--- src/rtl/gb_cpu_interrupt_ctrl.sv ---
// Game Boy interrupt controller: IF/IE registers, IME state machine with the
// one-instruction EI delay, fixed-priority arbitration, ISR vector and HALT wake.
module gb_cpu_interrupt_ctrl #(
  parameter logic [7:0] VECTOR_BASE   = 8'h40,
  parameter logic [7:0] VECTOR_STRIDE = 8'h08,
  parameter bit         IRQ_EDGE      = 1'b1
) (
  input  logic       clk,
  input  logic       reset,
  input  logic [4:0] irq_i,
  input  logic       last_m_cycle,
  input  logic       ei_req,
  input  logic       reti_req,
  input  logic       di_req,
  input  logic       write_interrupt_vector,
  input  logic       clear_interrupt_flag,
  input  logic       reg_sel_if,
  input  logic       reg_sel_ie,
  input  logic       reg_wr,
  input  logic [7:0] reg_wdata,
  output logic [7:0] reg_rdata,
  output logic       interrupt_queued,
  output logic [7:0] int_vector,
  output logic       ime_o,
  output logic       wake_o
);

  localparam logic [1:0] IME_OFF   = 2'd0;
  localparam logic [1:0] IME_ARMED = 2'd1;
  localparam logic [1:0] IME_ON    = 2'd2;

  logic [4:0] if_r;
  logic [7:0] ie_r;
  logic [1:0] state_r;
  logic [1:0] state_next_s;
  logic [4:0] irq_prev_r;
  logic [2:0] idx_r;
  logic       vector_valid_r;
  logic [7:0] int_vector_r;
  logic [4:0] pending_s;
  logic [4:0] set_s;
  logic [4:0] if_next_s;
  logic [2:0] win_idx_s;
  logic [7:0] vec_next_s;

  // Lowest set bit wins: VBlank (bit 0) has the highest priority.
  function automatic logic [2:0] lowest_set(input logic [4:0] p);
    logic [2:0] idx;
    idx = 3'd0;
    for (int i = 4; i >= 0; i--) begin
      if (p[i]) begin
        idx = 3'(i);
      end else begin
        idx = idx;
      end
    end
    return idx;
  endfunction

  assign pending_s  = ie_r[4:0] & if_r;
  assign set_s      = IRQ_EDGE ? (irq_i & ~irq_prev_r) : irq_i;
  assign win_idx_s  = lowest_set(pending_s);
  assign vec_next_s = VECTOR_BASE + ({5'd0, win_idx_s} * VECTOR_STRIDE);

  assign wake_o           = |pending_s;
  assign ime_o            = (state_r == IME_ARMED) || (state_r == IME_ON);
  assign interrupt_queued = ime_o & (|pending_s) & ~ei_req & ~vector_valid_r;
  assign int_vector       = int_vector_r;

  // Bus read mux; IF takes precedence when both selects are asserted.
  always_comb begin
    reg_rdata = 8'hFF;
    if (reg_sel_if) begin
      reg_rdata = {3'b111, if_r};
    end else if (reg_sel_ie) begin
      reg_rdata = ie_r;
    end else begin
      reg_rdata = 8'hFF;
    end
  end

  // Next IF: acknowledge, then bus write overrides, then new requests OR in last.
  always_comb begin
    if_next_s = if_r;
    if (clear_interrupt_flag && vector_valid_r) begin
      if_next_s[idx_r] = 1'b0;
    end else begin
      if_next_s = if_r;
    end
    if (reg_sel_if && reg_wr) begin
      if_next_s = reg_wdata[4:0];
    end else begin
      if_next_s = if_next_s;
    end
    if_next_s = if_next_s | set_s;
  end

  // IME next state; dispatch and DI dominate, RETI enables immediately.
  always_comb begin
    state_next_s = state_r;
    if (write_interrupt_vector || di_req) begin
      state_next_s = IME_OFF;
    end else if (reti_req) begin
      state_next_s = IME_ON;
    end else begin
      case (state_r)
        IME_OFF:   state_next_s = ei_req ? IME_ARMED : IME_OFF;
        IME_ARMED: state_next_s = (last_m_cycle && !ei_req) ? IME_ON : IME_ARMED;
        IME_ON:    state_next_s = IME_ON;
        default:   state_next_s = IME_OFF;
      endcase
    end
  end

  // Register file, edge history and IME state.
  always_ff @(posedge clk) begin
    if (!reset) begin
      if_r       <= 5'h00;
      ie_r       <= 8'h00;
      state_r    <= IME_OFF;
      irq_prev_r <= 5'h00;
    end else begin
      if_r       <= if_next_s;
      ie_r       <= (reg_sel_ie && reg_wr) ? reg_wdata : ie_r;
      state_r    <= state_next_s;
      irq_prev_r <= irq_i;
    end
  end

  // Dispatch latch: vector chosen from pending at the vector-load cycle.
  always_ff @(posedge clk) begin
    if (!reset) begin
      idx_r          <= 3'd0;
      vector_valid_r <= 1'b0;
      int_vector_r   <= 8'h00;
    end else if (write_interrupt_vector) begin
      idx_r          <= win_idx_s;
      vector_valid_r <= |pending_s;
      int_vector_r   <= (|pending_s) ? vec_next_s : 8'h00;
    end else if (clear_interrupt_flag) begin
      idx_r          <= idx_r;
      vector_valid_r <= 1'b0;
      int_vector_r   <= int_vector_r;
    end else begin
      idx_r          <= idx_r;
      vector_valid_r <= vector_valid_r;
      int_vector_r   <= int_vector_r;
    end
  end

endmodule

--- config.mk ---
export PLATFORM = sky130hd
export DESIGN_NAME = gb_cpu_interrupt_ctrl
export DESIGN_NICKNAME = d
export VERILOG_FILES = /design/src/rtl/gb_cpu_interrupt_ctrl.sv
export SDC_FILE = /design/constraint.sdc
export NUM_CORES = 1
export LEC_CHECK = 0
export CORE_MARGIN = 2
export CORE_UTILIZATION = 40
export CTS_BUF_LIST = sky130_fd_sc_hd__clkbuf_4 sky130_fd_sc_hd__clkbuf_8
export CTS_CLUSTER_DIAMETER = 50
export DETAILED_ROUTE_END_ITERATION = 10
export PLACE_DENSITY = 0.8
export REMOVE_ABC_BUFFERS = 1
export SYNTH_ARGS = -nofsm -noshare
export SYNTH_HDL_FRONTEND = slang
export SYNTH_SLANG_ARGS = --single-unit
--- constraint.sdc ---
create_clock -name clk -period 1.6 [get_ports clk]
set_input_delay 0.16 -clock clk [delete_from_list [all_inputs] [get_ports clk]]
set_output_delay 0.16 -clock clk [all_outputs]
set_load 0.02 [all_outputs]
==> results.yml <==
global_routing:
  grt.total_usage_pct: 17.0
  grt_pass1_vias: 1221
  grtUsageMet1_pct: 22.0
  grt_use_met2_pct: 28.1
  antenna_found_initial: 0
  grt_use_met3_pct: 2.17
  grt_pass1_wl_mm: 5.35
  overflow: 0
  grt.busiest_layer: "met2"
  grt_max_degree: 26
drt:
  vias_per_cell: 4.97
  drc: 0
  ant_nets: 0
  vias: 1291
  wl_per_cell_um: 12.0
  dr.pass1.iters: 4
  wirelength_mm: 3.13
  drtIter0Drc: 55
clocking:
  cts_hold_buf: 0
  path_clk_slew_ns: 0.15
  htreeDepth: 1
  cts_tree: "built"
  ctsRootBufferMaster: "clkbuf_4"
  cts_setup_buffers: 0
  clockBufferDepth: 2
  cts_made_buffers: 3
  clk_latency_ns: 0.33
  cts_sinks: 28
power_and_ir_drop:
  sw_frac_of_total_pct: 27.5
  p_per_area_nw_per_um2: 699
  clockPowerShare_pct: 21.2
  power_frac_comb_pct: 24.6
  power.switching_uw: 381
  ir_drop_mv: 0.324
  power.share.sequential_pct: 54.2
  p_leak_uw: 0.000790
  p_int_uw: 1000
critical_path:
  cp-end-kind: "output pin"
  slowest_delay_ns: 0.35
  path_max_fanout: 2
  required_ns: 1.44
  crit_top_cell: "buf_6"
  crit_type: "register to output pin"
  crit_chain: "a222oi_1 > and2_4 > buf_6 > inv_4 > buf_6"
  slowest_stage: "dfxtp_2"
  worst_setup_path_start_kind: "register"
  worst_ep_arrival_time_ns: 1.50
place:
  gp_congestion: 0.812
  port_buffers: 38
  hpwl_mm: 2.31
finish:
  area_growth_pct: 45.7
  layout_commonest_cell: "clkdlybuf4s50_1"
  layout-drive-gt1-share_pct: 19.2
  final_cell_mix: "clkdlybuf4s50_1, dfxtp_1, buf_4"
  nNetsFinal: 243
  fin_util_pct: 59.9
  antennaDiodeCount: 0
logic_synthesis:
  yosysSeqAreaShare_pct: 41.2
  ys_seq_elements: 28
  synth_top_cell_by_area: "dfxtp_1"
  synthCells: 157
  synth_cell_types: 36
  synth_area_per_cell_um2: 8.66
  synth.area.top_cells: "dfxtp_1, a21boi_1, a21oi_1"
  synth_area_um2: 1360
  yosys.area.top_type_share_pct: 41.2
  ys.warnings.count: 0
sta:
  finClkSkew_ns: 0.00779
  setup_viol: 2
  fin_crit_sh_pct: 104
  slew_viol_final: 0
  setup_tns_ns: -0.0784
  fmax_ghz: 0.602
  fin_crit_ns: 1.66
  rsz0062_at_grt: "yes"
  hold_viol: 0
  layout_setup_ws_ns: -0.0619
outcome:
  status: "finished, violations left"
  violations: "negative setup slack"
hold_path:
  hold_path_class: "primary input to register"
floorplan:
  die_w_um: 62.3
  dieHeight_um: 62.3
  die_area_um2: 3880
  rows: 21
  start_util_pct: 41.1
  core_area_um2: 3310
  io-pin-count: 43
flow_run:
  cap_violations: 0
[path summary, 6_finish.rpt]
path,to,cells after the start,slack [ns],start
hold / removal,ie_r[5],3,0.37,reg_wdata[5]
hold reg to reg,ie_r[5],2,0.46,ie_r[5]
setup reg to reg,vector_valid_r,6,0.15,ie_r[4]
setup / recovery,wake_o,5,-0.06,ie_r[4]
[cell families after synthesis]
group	Yosys count	share of synthesized area (%)
other cells	1	0.276
buf+inv	20	6.72
flops	28	41.2
fa+ha+maj	3	2.76
simple gates	61	26.2
compound gates	44	22.8
[stage by stage]
step / power (uW) / cell area, um^2 / std cells / hold WS [ns] / setup WS, ns
after detailed placement: 1110 / 1940 / 257 / 0.441 / -0.257
final: 1380 / 1980 / 260 / 0.365 / -0.0619
after floorplan: 904 / 1310 / 149 / 0.236 / -0.138
after global routing: 1460 / 1980 / 260 / 0.373 / -0.156
after global placement: 1110 / 1940 / 257 / 0.440 / -0.271
after CTS: 1390 / 1960 / 260 / 0.365 / -0.0817
[power by group through the flow]
stage          Clock, uW  Sequential [uW]  Combinational [uW]
2_1_floorplan          0              772                 132
5_1_grt              335              755                 370
6_report             293              750                 341
3_5_place_dp           0              765                 344
4_1_cts              301              750                 337
3_3_place_gp           0              765                 341
[flip-flops by register name (all words and copies together) (netlist names)]
| name | count |
|---|---|
| ie_r | 8 |
| if_r | 5 |
| irq_prev_r | 5 |
| int_vector | 4 |
| idx_r | 3 |
| state_r | 2 |
| vector_valid_r | 1 |
[critical path, delay by kind of cell, from the launching register on]
kind,cells,cell delay (ns)
AO/OA/AOI/OAI,1,0.35
AND/OR/NAND/NOR,1,0.22
buffers and inverters,3,0.25
flip-flops,1,0.35
[area by class of cell]
class | count | area, um^2
Multi-Input combinational cell | 112 | 742
Timing Repair Buffer | 62 | 558
Sequential cell | 28 | 566
Fill cell | 323 | 1330
Clock buffer | 3 | 22.5
Tap cell | 46 | 57.6
Inverter | 9 | 36.3
[cells in the mapped netlist]
library cell,count
and2_1,8
nor2b_1,6
nor4bb_1,1
a31oi_1,1
a2111oi_2,1
a21bo_1,1
nand2b_1,8
a22oi_1,2
o21ai_0,1
dfxtp_1,28
nand3_1,9
buf_2,1
inv_1,7
buf_4,4
o211ai_1,2
nor3b_1,6
nor3_1,2
or3b_1,1
inv_2,1
a222oi_1,1
clkinv_1,1
nand2_1,12
nor2_1,2
nand4_1,1
clkbuf_1,6
ha_1,3
nand4b_1,2
a31o_1,1
a21boi_1,17
o21ai_1,1
nor4b_1,1
conb_1,1
o311ai_1,2
a21oi_1,13
a311o_1,1
nand3b_1,2
[routing by layer]
metal | wire length, um | vias to the layer above | part of all wire (%)
li1 | - | 660 | -
met1 | 1470 | 591 | 47
met2 | 1440 | 33 | 46
met3 | 140 | 7 | 4.5
met4 | 72 | 0 | 2.3
met5 | 0 | - | 0
[timing repair]
item                       in CTS  in global routing
resized for setup              27                  9
pin swaps                       2                  1
setup endpoints to repair      11                  8
Note: power is estimated with default switching activity, not from simulation.
